`src/rtl/mlp_pkg.sv`:
```
`default_nettype none
// ============================================================================
// Module      : mlp_pkg
// Description : Shared types and helpers for the sequential power-of-two MLP:
//               weight-code layout, FSM state encodings and the saturating
//               accumulator add.
// Revision    : 1.0 - initial release
// ============================================================================
package mlp_pkg;

  // Weight code layout: {zero, sign, shift[2:0]}
  localparam int c_wc_w         = 5;
  localparam int c_wc_zero_bit  = 4;
  localparam int c_wc_sign_bit  = 3;
  localparam int c_wc_shift_lsb = 0;
  localparam int c_wc_shift_w   = 3;

  typedef struct packed {
    logic                    zero;
    logic                    sign;
    logic [c_wc_shift_w-1:0] shift;
  } wcode_t;

  // FSM state encodings
  localparam logic [2:0] c_st_idle   = 3'd0;
  localparam logic [2:0] c_st_l0     = 3'd1;
  localparam logic [2:0] c_st_l1     = 3'd2;
  localparam logic [2:0] c_st_argmax = 3'd3;
  localparam logic [2:0] c_st_done   = 3'd4;

  typedef enum logic [2:0] {
    ST_IDLE   = c_st_idle,
    ST_L0     = c_st_l0,
    ST_L1     = c_st_l1,
    ST_ARGMAX = c_st_argmax,
    ST_DONE   = c_st_done
  } mlp_state_e;

  // Add two sign-extended values and clamp the result to the signed range of
  // a w-bit accumulator, so an overflowing sum sticks at the rail.
  function automatic logic signed [63:0] sat_add(
    input logic signed [63:0] a,
    input logic signed [63:0] b,
    input int                 w
  );
    logic signed [63:0] s;
    logic signed [63:0] hi;
    logic signed [63:0] lo;
    s  = a + b;
    hi = (64'sd1 <<< (w - 1)) - 64'sd1;
    lo = -hi - 64'sd1;
    if (s > hi) begin
      return hi;
    end
    if (s < lo) begin
      return lo;
    end
    return s;
  endfunction

endpackage
`default_nettype wire

```
`src/rtl/pow2_term.sv`:
```
`default_nettype none
// ============================================================================
// Module      : pow2_term
// Description : Combinational weight-term generator. Turns an unsigned operand
//               and a power-of-two weight code into a signed ACC_W term:
//               0 when the zero flag is set, else +/-(x << shift).
// Revision    : 1.0 - initial release
// ============================================================================
module pow2_term
  import mlp_pkg::*;
#(
  parameter int X_W   = 8,
  parameter int ACC_W = 16
) (
  input  logic [X_W-1:0]          i_x,
  input  logic [c_wc_w-1:0]       i_code,
  output logic signed [ACC_W-1:0] o_term
);

  wcode_t           w_code;
  logic [ACC_W-1:0] w_mag;

  assign w_code = wcode_t'(i_code);
  assign w_mag  = ACC_W'(i_x) << w_code.shift;

  // Select zero, the shifted magnitude, or its two's-complement negation
  always_comb begin
    o_term = '0;
    if (!w_code.zero) begin
      o_term = w_code.sign ? -w_mag : w_mag;
    end
  end

endmodule
`default_nettype wire

```
`src/rtl/seq_pow2_mlp.sv`:
```
`default_nettype none
// ============================================================================
// Module      : seq_pow2_mlp
// Description : Sequential two-layer MLP with power-of-two weights. One shared
//               saturating adder-accumulator computes one weight term per
//               cycle: hidden layer (ReLU, clamped to ACT_W), output layer
//               (ReLU), then a serial argmax with lowest-index tie-break.
// Revision    : 1.0 - initial release
// ============================================================================
module seq_pow2_mlp
  import mlp_pkg::*;
#(
  parameter int N_IN  = 6,
  parameter int IN_W  = 4,
  parameter int N_HID = 3,
  parameter int N_OUT = 3,
  parameter int ACT_W = 8,
  parameter int ACC_W = 16,
  parameter logic [N_HID*N_IN*c_wc_w-1:0]  W0 = '0,
  parameter logic [N_OUT*N_HID*c_wc_w-1:0] W1 = '0,
  parameter logic [N_HID*ACC_W-1:0]        B0 = '0,
  parameter logic [N_OUT*ACC_W-1:0]        B1 = '0
) (
  input  logic                                          clk,
  input  logic                                          rst_n,
  input  logic                                          clr,
  input  logic                                          in_valid,
  output logic                                          in_ready,
  input  logic [N_IN*IN_W-1:0]                          in_data,
  output logic                                          out_valid,
  input  logic                                          out_ready,
  output logic [((N_OUT > 1) ? $clog2(N_OUT) : 1)-1:0]  out_class,
  output logic [ACC_W-1:0]                              out_score,
  output logic                                          busy
);

  localparam int c_oc_w  = (N_OUT > 1) ? $clog2(N_OUT) : 1;
  localparam int c_x_w   = (IN_W > ACT_W) ? IN_W : ACT_W;
  localparam int c_max_n = (N_IN > N_HID) ? ((N_IN > N_OUT) ? N_IN : N_OUT)
                                          : ((N_HID > N_OUT) ? N_HID : N_OUT);
  localparam int c_cnt_w = $clog2(c_max_n + 1);
  localparam logic signed [ACC_W-1:0] c_act_max = ACC_W'((1 << ACT_W) - 1);

  logic [2:0]               r_state;
  logic [c_cnt_w-1:0]       r_row;
  logic [c_cnt_w-1:0]       r_col;
  logic [N_IN*IN_W-1:0]     r_feat;
  logic [N_HID*ACT_W-1:0]   r_hid;
  logic [N_OUT*ACC_W-1:0]   r_score;
  logic signed [ACC_W-1:0]  r_acc;
  logic signed [ACC_W-1:0]  r_best_score;
  logic [c_oc_w-1:0]        r_best_class;

  logic [c_x_w-1:0]         w_x;
  logic [c_wc_w-1:0]        w_code;
  logic signed [ACC_W-1:0]  w_bias;
  logic signed [ACC_W-1:0]  w_base;
  logic signed [ACC_W-1:0]  w_term;
  logic signed [63:0]       w_sum;
  logic signed [ACC_W-1:0]  w_acc_next;
  logic [ACT_W-1:0]         w_hid_val;
  logic signed [ACC_W-1:0]  w_score_val;
  logic signed [ACC_W-1:0]  w_cand;
  logic                     w_l0_last_col;
  logic                     w_l1_last_col;
  logic                     w_l0_last_row;
  logic                     w_l1_last_row;
  logic                     w_arg_last;

  assign in_ready  = (r_state == c_st_idle);
  assign busy      = (r_state != c_st_idle);
  assign out_valid = (r_state == c_st_done);
  assign out_class = r_best_class;
  assign out_score = r_best_score;

  assign w_l0_last_col = (r_col == c_cnt_w'(N_IN - 1));
  assign w_l1_last_col = (r_col == c_cnt_w'(N_HID - 1));
  assign w_l0_last_row = (r_row == c_cnt_w'(N_HID - 1));
  assign w_l1_last_row = (r_row == c_cnt_w'(N_OUT - 1));
  assign w_arg_last    = (r_row == c_cnt_w'(N_OUT - 1));

  // Route the current layer's operand, weight code and bias to the shared adder
  always_comb begin
    w_x    = '0;
    w_code = '0;
    w_bias = '0;
    if (r_state == c_st_l1) begin
      w_x    = c_x_w'(r_hid[int'(r_col)*ACT_W +: ACT_W]);
      w_code = W1[(int'(r_row)*N_HID + int'(r_col))*c_wc_w +: c_wc_w];
      w_bias = B1[int'(r_row)*ACC_W +: ACC_W];
    end else begin
      w_x    = c_x_w'(r_feat[int'(r_col)*IN_W +: IN_W]);
      w_code = W0[(int'(r_row)*N_IN + int'(r_col))*c_wc_w +: c_wc_w];
      w_bias = B0[int'(r_row)*ACC_W +: ACC_W];
    end
  end

  pow2_term #(
    .X_W   (c_x_w),
    .ACC_W (ACC_W)
  ) u_term (
    .i_x    (w_x),
    .i_code (w_code),
    .o_term (w_term)
  );

  // The single adder-accumulator: first term of a neuron starts from its bias
  always_comb begin
    w_base      = (r_col == '0) ? w_bias : r_acc;
    w_sum       = sat_add(64'(w_base), 64'(w_term), ACC_W);
    w_acc_next  = w_sum[ACC_W-1:0];
    w_hid_val   = w_acc_next[ACT_W-1:0];
    if (w_acc_next < 0) begin
      w_hid_val = '0;
    end else if (w_acc_next > c_act_max) begin
      w_hid_val = '1;
    end
    w_score_val = (w_acc_next < 0) ? '0 : w_acc_next;
    w_cand      = r_score[int'(r_row)*ACC_W +: ACC_W];
  end

  // Sequencing: state and the neuron-major row/column term counters
  always_ff @(posedge clk or negedge rst_n) begin
    if (!rst_n) begin
      r_state <= c_st_idle;
      r_row   <= '0;
      r_col   <= '0;
    end else if (clr) begin
      r_state <= c_st_idle;
      r_row   <= '0;
      r_col   <= '0;
    end else begin
      case (r_state)
        c_st_idle: begin
          if (in_valid) begin
            r_row   <= '0;
            r_col   <= '0;
            r_state <= c_st_l0;
          end
        end
        c_st_l0: begin
          if (w_l0_last_col) begin
            r_col <= '0;
            if (w_l0_last_row) begin
              r_row   <= '0;
              r_state <= c_st_l1;
            end else begin
              r_row <= r_row + 1'b1;
            end
          end else begin
            r_col <= r_col + 1'b1;
          end
        end
        c_st_l1: begin
          if (w_l1_last_col) begin
            r_col <= '0;
            if (w_l1_last_row) begin
              r_row   <= '0;
              r_state <= c_st_argmax;
            end else begin
              r_row <= r_row + 1'b1;
            end
          end else begin
            r_col <= r_col + 1'b1;
          end
        end
        c_st_argmax: begin
          if (w_arg_last) begin
            r_row   <= '0;
            r_state <= c_st_done;
          end else begin
            r_row <= r_row + 1'b1;
          end
        end
        c_st_done: begin
          if (out_ready) begin
            r_state <= c_st_idle;
          end
        end
        default: r_state <= c_st_idle;
      endcase
    end
  end

  // Datapath storage: captured features, accumulator, activations and scores
  always_ff @(posedge clk or negedge rst_n) begin
    if (!rst_n) begin
      r_feat  <= '0;
      r_acc   <= '0;
      r_hid   <= '0;
      r_score <= '0;
    end else if (clr) begin
      r_acc   <= '0;
      r_hid   <= '0;
      r_score <= '0;
    end else begin
      case (r_state)
        c_st_idle: begin
          if (in_valid) begin
            r_feat <= in_data;
          end
        end
        c_st_l0: begin
          r_acc <= w_acc_next;
          if (w_l0_last_col) begin
            r_hid[int'(r_row)*ACT_W +: ACT_W] <= w_hid_val;
          end
        end
        c_st_l1: begin
          r_acc <= w_acc_next;
          if (w_l1_last_col) begin
            r_score[int'(r_row)*ACC_W +: ACC_W] <= w_score_val;
          end
        end
        default: begin
        end
      endcase
    end
  end

  // Serial argmax: replace only on strictly greater so ties keep the lower index
  always_ff @(posedge clk or negedge rst_n) begin
    if (!rst_n) begin
      r_best_score <= '0;
      r_best_class <= '0;
    end else if (!clr && (r_state == c_st_argmax)) begin
      if ((r_row == '0) || (w_cand > r_best_score)) begin
        r_best_score <= w_cand;
        r_best_class <= r_row[c_oc_w-1:0];
      end
    end
  end

endmodule
`default_nettype wire

```
`config.mk`:
```
export PLATFORM = sky130hd
export DESIGN_NAME = seq_pow2_mlp
export DESIGN_NICKNAME = d
export VERILOG_FILES = /design/src/rtl/mlp_pkg.sv /design/src/rtl/pow2_term.sv /design/src/rtl/seq_pow2_mlp.sv
export SDC_FILE = /design/constraint.sdc
export NUM_CORES = 1
export LEC_CHECK = 0
export ABC_AREA = 1
export CORE_ASPECT_RATIO = 2
export CORE_MARGIN = 1.5
export CORE_UTILIZATION = 60
export DETAILED_ROUTE_END_ITERATION = 6
export GPL_TIMING_DRIVEN = 1
export PLACE_DENSITY_LB_ADDON = 0.15
export SYNTH_ARGS = -nofsm -noshare
export SYNTH_HDL_FRONTEND = slang
export SYNTH_SLANG_ARGS = --single-unit
```
`constraint.sdc`:
```
create_clock -name clk -period 8.9 [get_ports clk]
set_clock_uncertainty 0.05 [all_clocks]
set_input_delay 1.78 -clock clk [delete_from_list [all_inputs] [get_ports clk]]
set_output_delay 1.78 -clock clk [all_outputs]
set_load 0.01 [all_outputs]
```
; ---- Word-level counts from Yosys, hierarchy flattened
; Cells that the tools add are included.
[totals]
output_inout_bits = 21
input_bits = 29
register_bits = 139
[op_classes]
shifts = 11
muxes = 44
multipliers = 4
n_addsub = 8
reduce_logical = 22
n_eq_ne = 14
n_lt_le_gt_ge = 5
bitwise = 1
[op_table]
columns = operator, count
row1 = 16-bit 2-to-1 mux, 10
row2 = 48-bit 2-to-1 mux, 3
row3 = 90-bit by 11-bit variable part select with 5-bit output (first input constant), 1
row4 = 24-bit 2-to-1 mux, 3
row5 = 48-bit bitwise mux, 1
row6 = 3-bit 2-to-1 mux, 16
row7 = 16-bit by 33-bit variable shift with 48-bit output (first input constant), 1
row8 = 16-bit by 33-bit variable part select with 48-bit output, 1
row9 = 48-bit by 8-bit variable part select with 16-bit output, 1
row10 = 48-bit by 8-bit variable part select with 16-bit output (first input constant), 1
row11 = 45-bit by 10-bit variable part select with 5-bit output (first input constant), 1
row12 = 6-bit negator with 33-bit output, 1
row13 = 7-bit negator with 33-bit output, 1
row14 = 8-bit by 33-bit variable shift with 24-bit output (first input constant), 1
row15 = 8-bit by 33-bit variable part select with 24-bit output, 1
row16 = 24-bit bitwise mux, 1
row17 = 8-bit 2-to-1 mux, 3
row18 = 24-bit by 6-bit variable part select with 4-bit output, 1
row19 = 24-bit by 7-bit variable part select with 8-bit output, 1
row20 = 3-bit inequality test (second input constant), 6
row21 = 16-bit by 16-bit adder with 17-bit output, 1
row22 = 17-bit by 16-bit greater-than comparator with 1-bit output (second input constant), 1
row23 = 17-bit by 16-bit less-than comparator with 1-bit output (second input constant), 1
row24 = 16-bit greater-than comparator, 1
row25 = other kinds (33), 50

; ---- Depth between registers and ports, before layout
; Gate-level depths: netlist of run 1.
[logic_depth]
word_depth = 23
mapped_depth = 25
mapped_depth_nobuf = 25

; ---- Hierarchy
; A second synthesis of run 1 with hierarchy kept.
[unflattened]
cells_unflattened = 1172
area_unflattened_um2 = 8819.7
[modules_own_cells]
columns = mod, cells_each, area_each_um2, seq_area_each_um2, instances
row1 = seq_pow2_mlp, 994, 7885.1, 3403.3, 1
row2 = pow2_term, 178, 934.6, 0.0, 1

; ---- Worst setup path before layout of run 1
; Ideal clock, no wire load.
[synth_timing]
path_type = flip-flop to flip-flop
start = register r_col[1]
end = register r_hid[0]
setup_time_ns = 0.144
path_slack_ns = 5.423
required_ns = 8.706
arrival_ns = 3.283
path_stages_with_launch = 24
path_cell_list = dfrtp_1 -> inv_2 -> nor2_1 -> clkbuf_1 -> nand2_1 -> nand4_1 -> a221oi_1 -> o22ai_1 -> ha_1 -> fa_1 -> nand2_1 -> nand2_1 -> nand3_1 -> nand3_1 -> nand3_4 -> nand2_8 -> nand3_4 -> nand2_4 -> nor2_4 -> nand3_4 -> nand2_8 -> nand2_4 -> nand2_1 -> o21ai_0
[synth_via]
elab_chain_len = 22
word_cells_on_any_way = 37
[synth_lines]
columns = element, line
row1 = from (decl), seq_pow2_mlp.sv:46  ; logic [c_cnt_w-1:0] r_col;
row2 = from (signal assigned), seq_pow2_mlp.sv:151  ; r_col <= r_col + 1'b1;
row3 = from (signal assigned), seq_pow2_mlp.sv:164  ; r_col <= r_col + 1'b1;
row4 = 6-bit by 3-bit adder with 7-bit output or 5-bit by 3-bit adder with 6-bit output (tied branches), "seq_pow2_mlp.sv:93, seq_pow2_mlp.sv:89"
row5 = 7-bit by 3-bit multiplier with 10-bit output or 6-bit by 3-bit multiplier with 9-bit output (tied branches), "seq_pow2_mlp.sv:93, seq_pow2_mlp.sv:89"
row6 = 90-bit by 11-bit variable part select with 5-bit output or 45-bit by 10-bit variable part select with 5-bit output (tied branches), "seq_pow2_mlp.sv:93, seq_pow2_mlp.sv:89"
row7 = 5-bit 2-to-1 mux, seq_pow2_mlp.sv:87  ; if (r_state == c_st_l1) begin
row8 = 8-bit by 3-bit left shift with 16-bit output, pow2_term.sv:24  ; assign w_mag = ACC_W'(i_x) << w_code.shift;
row9 = 16-bit negator, pow2_term.sv:30  ; o_term = w_code.sign ? -w_mag : w_mag;
row10 = 16-bit 2-to-1 mux, pow2_term.sv:30
row11 = 16-bit 2-to-1 mux, pow2_term.sv:29  ; if (!w_code.zero) begin
row12 = [... 6 more ...], n/a
row13 = 16-bit by 9-bit greater-than comparator with 1-bit output, seq_pow2_mlp.sv:115  ; end else if (w_acc_next > c_act_max) begin
row14 = 8-bit 2-to-1 mux, seq_pow2_mlp.sv:115
row15 = 8-bit 2-to-1 mux, seq_pow2_mlp.sv:113  ; if (w_acc_next < 0) begin
row16 = 8-bit by 33-bit variable part select with 24-bit output, seq_pow2_mlp.sv:206  ; r_hid[int'(r_row)*ACT_W +: ACT_W] <= w_hid_val;
row17 = 24-bit bitwise mux, seq_pow2_mlp.sv:206
row18 = 24-bit 2-to-1 mux, seq_pow2_mlp.sv:205  ; if (w_l0_last_col) begin
row19 = 24-bit 2-to-1 mux, seq_pow2_mlp.sv:197  ; case (r_state)
row20 = 24-bit 2-to-1 mux, seq_pow2_mlp.sv:192  ; end else if (clr) begin
row21 = "to (signal, indexed assignment)", seq_pow2_mlp.sv:206
row22 = to (decl), seq_pow2_mlp.sv:48  ; logic [N_HID*ACT_W-1:0] r_hid;
; Parallel ways exist; a longest one is shown, timed or not. The select of a mux whose other input is x is not followed.
; A chain may end at the register's enable or synchronous reset.

; ---- Worst setup path after layout of run 1
[layout_timing]
start = register r_state[1]
end = register r_hid[16]
[layout_via]
elab_chain_len = 20
word_cells_on_any_way = 28
[layout_lines]
columns = element, line
row1 = from (decl), seq_pow2_mlp.sv:44  ; logic [2:0] r_state;
row2 = from (signal assigned), seq_pow2_mlp.sv:125  ; r_state <= c_st_idle;
row3 = from (signal assigned), seq_pow2_mlp.sv:129  ; r_state <= c_st_idle;
row4 = from (signal assigned), seq_pow2_mlp.sv:138  ; r_state <= c_st_l0;
row5 = 3-bit by 2-bit equality test with 1-bit output, seq_pow2_mlp.sv:87
row6 = 8-bit 2-to-1 mux or 5-bit 2-to-1 mux (tied branches), seq_pow2_mlp.sv:87
row7 = 8-bit by 3-bit left shift with 16-bit output, pow2_term.sv:24
row8 = 16-bit negator, pow2_term.sv:30
row9 = 16-bit 2-to-1 mux, pow2_term.sv:30
row10 = 16-bit 2-to-1 mux, pow2_term.sv:29
row11 = 16-bit by 16-bit adder with 17-bit output, mlp_pkg.sv:49  ; s = a + b;
row12 = 17-bit by 16-bit less-than comparator with 1-bit output, mlp_pkg.sv:55  ; if (s < lo) begin
row13 = [... 4 more ...], n/a
row14 = 16-bit by 9-bit greater-than comparator with 1-bit output, seq_pow2_mlp.sv:115
row15 = 8-bit 2-to-1 mux, seq_pow2_mlp.sv:115
row16 = 8-bit 2-to-1 mux, seq_pow2_mlp.sv:113
row17 = 8-bit by 33-bit variable part select with 24-bit output, seq_pow2_mlp.sv:206
row18 = 24-bit bitwise mux, seq_pow2_mlp.sv:206
row19 = 24-bit 2-to-1 mux, seq_pow2_mlp.sv:205
row20 = 24-bit 2-to-1 mux, seq_pow2_mlp.sv:197
row21 = 24-bit 2-to-1 mux, seq_pow2_mlp.sv:192
; Parallel ways exist; a longest one is shown, timed or not. The select of a mux whose other input is x is not followed.

==> reports/qor.yml, run 1 <==
flow_run:
  cap_viol_max_count: 0
worst_setup_path:
  reg2reg_depth: 24
  worstPathMaxFanout: 27
  worst_ep_required_time_ns: 9.20
  slowest_delay_ns: 0.42
  cp_data_arrival_time_ns: 4.76
  critical-path-top-cell-by-count: "sky130_fd_sc_hd__inv_1"
  reg2reg_to: "r_hid[16]$_DFFE_PN0P_"
  start_kind: "register"
  timing_worst_setup_path_type: "reg -> reg"
  reg2reg_from: "r_state[1]$_DFFE_PN0P_"
  cp_cell_sequence: "inv_1 -> nor2_1 -> inv_1 -> nor2_1 -> inv_1 -> nor2_1 -> inv_1 -> o22ai_1 -> ha_1 -> fa_1 -> nand2_1 -> nand2_1 -> nand3_1 -> nand3_1 -> nand3_4 -> nand2_8 -> nand3_4 -> nand2_2 -> inv_2 -> nand3_4 -> nand2_8 -> nand2_4 -> nand3_1 -> nand2_1"
  timing.critical_path.to: "r_hid[16]$_DFFE_PN0P_"
  crit_start: "r_state[1]$_DFFE_PN0P_"
  slowest_stage: "sky130_fd_sc_hd__nor2_1"
  critPathCaptureType: "register"
  worst-r2r-setup-slack_ns: 4.44
floorplan:
  floorplan.die_area_mm2: 0.0135
  fp.dieW_um: 82.8
  ios: 50
  placement_rows: 58
  placeableCoreArea_mm2: 0.0125
  start_util: 0.613
  floorplan.die.height_um: 163
pwr:
  power.static_leakage_nw: 4.02
  totalPowerFinal_mw: 2.46
  power.ir.vdd_worst_mv: 0.219
  power_density_mw_per_mm2: 281
grt:
  gr-total-overflow: 0
  grt_max_degree: 90
  global_route.usage.total: 0.287
  global_route_wire_length_before_repair_mm: 30.8
  grt_antenna_before_repair: 0
  first_global_vias: 6582
clock_network:
  ctsRootBufferMaster: "sky130_fd_sc_hd__clkbuf_16"
  clk_pin_slew_worst_paths_ns: 0.06
  tritoncts.num_buffers: 17
  tritoncts_clock_tree: "built"
  cts.hold.buffers_added: 0
  cts_htree_levels: 4
  post_cts.repair.setup_buffers: 0
  postCtsResizedCells: 0
  clk-insertion-delay-late_ns: 0.42
  cts_buffer_depth: 2
  tritoncts_num_sinks: 136
synthesis:
  synth.avg_cell_area_um2: 8.28
  netlist_area_mm2: 0.00765
  yosys_register_bits: 136
  yosysTopAreaCellShare: 0.445
  number_of_warnings_printed_during_yosys_synthesis: 0
  sequential_element_share_of_the_synthesized_area: 0.445
  synthesized_instance_count: 924
  synth.distinct_cells: 43
  synth_area_leader_cell: "sky130_fd_sc_hd__dfrtp_1"
  synth_fp_nets: 982
  synth_area_leaders: "sky130_fd_sc_hd__dfrtp_1 (45%), sky130_fd_sc_hd__nand2_1 (9.6%), sky130_fd_sc_hd__inv_1 (6.4%)"
sta:
  maxSlewHeadroom: 0.0746
  totalNegativeSetupSlack_ns: 0
  min_period_over_period: 0.501
  report.final.hold_viol_count: 0
  worst_slew_pin_slew_ns: 1.38
  slew_violations: 0
  grt_setup_unrepaired: "no"
  finalCriticalPeriod_ns: 4.46
  fmax_ghz: 0.224
  finalSetupViolations: 0
drt:
  drt_pass1_iterations: 5
  routed_via_density: 5.78
  ant_nets: 0
  routed_wirelength_mm: 18.6
  route.vias.total: 6508
  drt-initial-drc-count: 320
  wl_per_cell_um: 16.5
  drcViolationCount: 0
min_path:
  worst_hold_path_type: "reg -> reg"
layout:
  layout-drive-gt1-share: 0.105
  mostFrequentLayoutCell: "sky130_fd_sc_hd__nand2_1"
  nFillCells: 989
  most-common-layout-cells: "sky130_fd_sc_hd__nand2_1 (195), sky130_fd_sc_hd__dfrtp_1 (136), sky130_fd_sc_hd__inv_1 (131), sky130_fd_sc_hd__nand3_1 (80), sky130_fd_sc_hd__o21ai_0 (56)"
  synthToLayoutAreaGrowth_pct: 14.5
  antennaDiodeCount: 0
  fin_nets: 1021
placed_design:
  gp_congestion: 0.983
  port_buffers: 49
  place_hpwl_mm: 13.8
run_status:
  status: "complete, no violations"
cells in the mapped netlist (all sizes together):
cell     count
nand3b       5
o21a         1
inv        135
nand2      212
xnor2        6
xor2         3
a22oi        2
o21bai       1
o22ai       50
o32ai        7
or2          4
fa           1
mux2        21
o2111ai      1
nand3       88
o211ai       6
nand4        5
ha          28
a21o         1
dfrtp      136
a21oi       34
nor2        55
clkbuf      27
buf          7
nor3        13
a221oi       8
conb         1
o221a        1
o21ai       63
nor4         2
critical path, delay by kind of cell (launching register included):
kind	cells	cell delay (ns)
AOI/OAI and AO/OA	1	0.23
and+or+nand+nor	16	2.67
buffers and inverters	5	0.53
adders and majority gates	2	0.46
DFF	1	0.41
layer usage:
metal  part of all wire  vias to the layer above  GRT usage  wire length [µm]
li1                   -                     3159          -                 -
met1               0.36                     3090      0.290              6660
met2               0.55                      185      0.533             10200
met3              0.035                       74     0.0466               642
met4              0.056                        0      0.194              1050
met5                  0                        -          0                 0
registers in the layout, summed over array words and instances, names as in the netlist:
name and flops:
r_hid 24, r_state 3, out_score 16, r_col 3, r_score 45, r_acc 16, out_class 2, r_feat 24
r_row 3
logic make-up after synthesis:
| group | synth area share |
|---|---|
| AND/OR/NAND/NOR | 0.245 |
| AO/OA/AOI/OAI | 0.135 |
| buffers and inverters | 0.0852 |
| flip-flops | 0.445 |
| adder cells (fa/ha/maj) | 0.0484 |
| multiplexers | 0.0309 |
| XOR/XNOR | 0.0103 |
| other | 0.000490 |
metrics by stage:
step	cell area (µm²)	util	hold slack (ns)	worst slack, ns	std cells
final	8760	0.702	0.433	4.44	1125
after detailed placement	8220	0.659	0.419	4.16	1094
after global placement	8220	0.659	0.411	4.22	1094
after global routing	8760	0.702	0.449	4.10	1125
after floorplan	7650	-	0.399	5.42	924
after CTS	8760	0.702	0.433	4.51	1125
where the power goes:
group	switching [mW]	internal [mW]	total (mW)	leakage, nW
logic	0.651	0.381	1.03	1.94
clock network	0.268	0.368	0.636	0.254
registers	0.0720	0.722	0.794	1.83
total	0.991	1.47	2.46	4.02
worst min-delay path by stage:
stage | start | end | slack, ns | cells after the start
5_1_grt | r_hid[20]$_DFFE_PN0P_ | r_hid[20]$_DFFE_PN0P_ | 0.45 | 2
4_1_cts | r_hid[12]$_DFFE_PN0P_ | r_hid[12]$_DFFE_PN0P_ | 0.43 | 2
3_3_place_gp | out_class[1]$_DFFE_PN0P_ | out_class[1]$_DFFE_PN0P_ | 0.41 | 2
3_5_place_dp | r_hid[12]$_DFFE_PN0P_ | r_hid[12]$_DFFE_PN0P_ | 0.42 | 2
6_report | out_class[0]$_DFFE_PN0P_ | out_class[0]$_DFFE_PN0P_ | 0.43 | 2
2_1_floorplan | r_hid[16]$_DFFE_PN0P_ | r_hid[16]$_DFFE_PN0P_ | 0.40 | 2
final cells by class:
class	count	area, µm²	area share
Sequential cell	136	3400	0.389
Clock inverter	11	76.3	0.00872
Clock buffer	20	457	0.0522
Tap cell	150	188	0.0214
Multi-Input combinational cell	619	3600	0.411
Timing Repair Buffer	54	529	0.0604
Inverter	135	507	0.0579
Note: power is estimated with default switching activity, not from simulation.
==> inputs of run 2 (changes only) <==
==> constraint.sdc (replaced) <==
create_clock -name clk -period 4.7 [get_ports clk]
set_clock_uncertainty 0.05 [all_clocks]
set_input_delay 0.94 -clock clk [delete_from_list [all_inputs] [get_ports clk]]
set_output_delay 0.94 -clock clk [all_outputs]
set_load 0.01 [all_outputs]
==> run 2 against run 1 <==
Net effect: combinational power increased by 93%; flip-flop and latch count is the same; core utilization rose by 1.4 points; total power rose by 100%.
==> reports/qor.yml, run 2 (same netlist as run 1, synthesis figures left out) <==
grt:
  gr-total-overflow: 0
  grt_antenna_before_repair: 0
  grt_max_degree: 111
  first_global_vias: 6810
  global_route_wire_length_before_repair_mm: 32.2
  global_route.usage.total: 0.301
clock_network:
  ctsRootBufferMaster: "sky130_fd_sc_hd__clkbuf_16"
  clk_pin_slew_worst_paths_ns: 0.06
  tritoncts_num_sinks: 136
  tritoncts.num_buffers: 17
  tritoncts_clock_tree: "built"
  cts_buffer_depth: 2
  cts_htree_levels: 4
  clk-insertion-delay-late_ns: 0.43
  post_cts.repair.setup_buffers: 0
  cts.hold.buffers_added: 0
  postCtsResizedCells: 0
drt:
  wl_met1_mm: 6.77
  ant_nets: 0
  drt-initial-drc-count: 263
  routed_via_density: 5.82
  wl_per_cell_um: 17.1
  wl_met2_mm: 10.7
  drcViolationCount: 0
  maxUsedRoutingLayer: "met4"
  metal3_wl_um: 793
  routed_wirelength_mm: 19.4
  route.vias.total: 6617
  drt_pass1_iterations: 5
sta:
  finalCriticalPeriod_ns: 4.14
  slew_violations: 0
  maxSlewHeadroom: 0.221
  min_period_over_period: 0.881
  grt_setup_unrepaired: "no"
  fmax_ghz: 0.242
  report.final.hold_viol_count: 0
  worst_slew_pin_slew_ns: 1.16
  totalNegativeSetupSlack_ns: 0
  finalSetupViolations: 0
placed_design:
  port_buffers: 49
  place_hpwl_mm: 14.5
  post_dp_cell_area_mm2: 0.00830
  gp_congestion: 1.04
worst_setup_path:
  slowest_delay_ns: 0.69
  worst_ep_required_time_ns: 5.01
  cp_num_cells: 22
  worstPathMaxFanout: 27
  cp_top_family: "simple AND/OR/NAND/NOR gates"
  cp_cell_sequence: "inv_2 -> nor2_1 -> nand2_1 -> nand4_1 -> a221oi_1 -> o22ai_1 -> ha_1 -> fa_1 -> nand2_1 -> nand2_1 -> nand3_1 -> nand3_1 -> nand3_4 -> nand2_8 -> nand3_4 -> nand2_2 -> inv_2 -> nand3_4 -> nand2_8 -> nand2_4 -> nand3_1 -> nand2_1"
  timing.critical_path.to: "r_hid[18]$_DFFE_PN0P_"
  cp_data_arrival_time_ns: 4.45
  reg2reg_to: "r_hid[18]$_DFFE_PN0P_"
  slowest_stage: "sky130_fd_sc_hd__nor2_1"
  reg2reg_from: "r_col[1]$_DFFE_PN0P_"
  crit_buf_inv: 2
  worst-r2r-setup-slack_ns: 0.56
  crit_start: "r_col[1]$_DFFE_PN0P_"
  critical-path-top-cell-by-count: "sky130_fd_sc_hd__nand2_1"
  start_kind: "register"
  reg2reg_depth: 22
  critPathCaptureType: "register"
  timing_worst_setup_path_type: "reg -> reg"
layout:
  most-common-layout-cells: "sky130_fd_sc_hd__nand2_1 (195), sky130_fd_sc_hd__dfrtp_1 (136), sky130_fd_sc_hd__inv_1 (131), sky130_fd_sc_hd__nand3_1 (80), sky130_fd_sc_hd__o21ai_0 (56)"
  synthToLayoutAreaGrowth_pct: 16.8
  antennaDiodeCount: 0
  layout.cell_area.non_filler_mm2: 0.00893
  layout-drive-gt1-share: 0.113
  multi_input_area_mm2: 0.00360
  registers.top_by_ff_count: "r_score"
  nFillCells: 1018
  largestRegisters: "r_score (45), r_feat (24), r_hid (24)"
  seq_area_mm2: 0.00340
  fin_nets: 1031
  largest_register_ffs: 45
  mostFrequentLayoutCell: "sky130_fd_sc_hd__nand2_1"
floorplan:
  placement_rows: 58
  start_util: 0.613
  ios: 50
  floorplan.die.height_um: 163
  fp.dieW_um: 82.8
  floorplan.die_area_mm2: 0.0135
  placeableCoreArea_mm2: 0.0125
pwr:
  internal-power_mw: 3.04
  power.ir.vdd_worst_mv: 0.464
  power.static_leakage_nw: 4.12
  comb_power_share: 0.402
  seq_power_share: 0.305
  p_sw_mw: 1.92
  power_density_mw_per_mm2: 555
  netSwitchingFraction: 0.388
  power_frac_clock: 0.293
run_status:
  status: "complete, no violations"
flow_run:
  cap_viol_max_count: 0
min_path:
  worst_hold_path_type: "reg -> reg"
[run 2: per-stage QoR]
step	instances	hold WS (ns)	util	total power [mW]	setup WS [ns]
6_report	1136	0.430	0.716	4.96	0.560
5_1_grt	1136	0.452	0.716	5.26	0.196
4_1_cts	1136	0.431	0.716	4.95	0.598
3_5_place_dp	1104	0.416	0.665	3.51	0.652
3_3_place_gp	1104	0.417	0.665	3.47	0.697
2_1_floorplan	924	0.399	-	2.88	1.22
[run 2: layout make-up]
cell class	instances	share of cell area
multi-input combinational	619	0.403
sequential	136	0.381
timing repair buffer	64	0.0677
inverter	135	0.0567
clock buffer	22	0.0520
tap	150	0.0210
clock inverter	10	0.0188
[run 2: worst min path at each step]
stage / startpoint / end / slack, ns / cells after the start
floorplan: r_hid[16]$_DFFE_PN0P_ / r_hid[16]$_DFFE_PN0P_ / 0.40 / 2
global placement: out_class[1]$_DFFE_PN0P_ / out_class[1]$_DFFE_PN0P_ / 0.42 / 2
detailed placement: r_hid[12]$_DFFE_PN0P_ / r_hid[12]$_DFFE_PN0P_ / 0.42 / 2
CTS: r_hid[12]$_DFFE_PN0P_ / r_hid[12]$_DFFE_PN0P_ / 0.43 / 2
global route: r_hid[12]$_DFFE_PN0P_ / r_hid[12]$_DFFE_PN0P_ / 0.45 / 2
finish: out_class[1]$_DFFE_PN0P_ / out_class[1]$_DFFE_PN0P_ / 0.43 / 2
[run 2: power groups by stage]
stage	sequential, mW	combinational [mW]	clock (mW)
final	1.51	1.99	1.45
after global routing	1.54	2.23	1.49
after CTS	1.51	1.98	1.45
after detailed placement	1.53	1.97	0
after global placement	1.53	1.94	0
after floorplan	1.52	1.36	0
[run 2: worst reg2reg max path: stages (launching register included)]
cell	delay [ns]
sky130_fd_sc_hd__dfrtp_1	0.47
sky130_fd_sc_hd__inv_2	0.11
sky130_fd_sc_hd__nor2_1	0.69
sky130_fd_sc_hd__nand2_1	0.13
sky130_fd_sc_hd__nand4_1	0.16
sky130_fd_sc_hd__a221oi_1	0.10
sky130_fd_sc_hd__o22ai_1	0.17
sky130_fd_sc_hd__ha_1	0.21
sky130_fd_sc_hd__fa_1	0.19
sky130_fd_sc_hd__nand2_1	0.08
sky130_fd_sc_hd__nand2_1	0.09
sky130_fd_sc_hd__nand3_1	0.09
sky130_fd_sc_hd__nand3_1	0.24
sky130_fd_sc_hd__nand3_4	0.17
sky130_fd_sc_hd__nand2_8	0.20
sky130_fd_sc_hd__nand3_4	0.21
sky130_fd_sc_hd__nand2_2	0.14
sky130_fd_sc_hd__inv_2	0.06
sky130_fd_sc_hd__nand3_4	0.10
sky130_fd_sc_hd__nand2_8	0.13
sky130_fd_sc_hd__nand2_4	0.10
sky130_fd_sc_hd__nand3_1	0.07
sky130_fd_sc_hd__nand2_1	0.12
[run 2: metal layers]
layer	track usage	vias to the layer above
met1	0.292	3146
met4	0.207	0
met2	0.563	211
met5	0	-
met3	0.0558	87
li1	-	3173
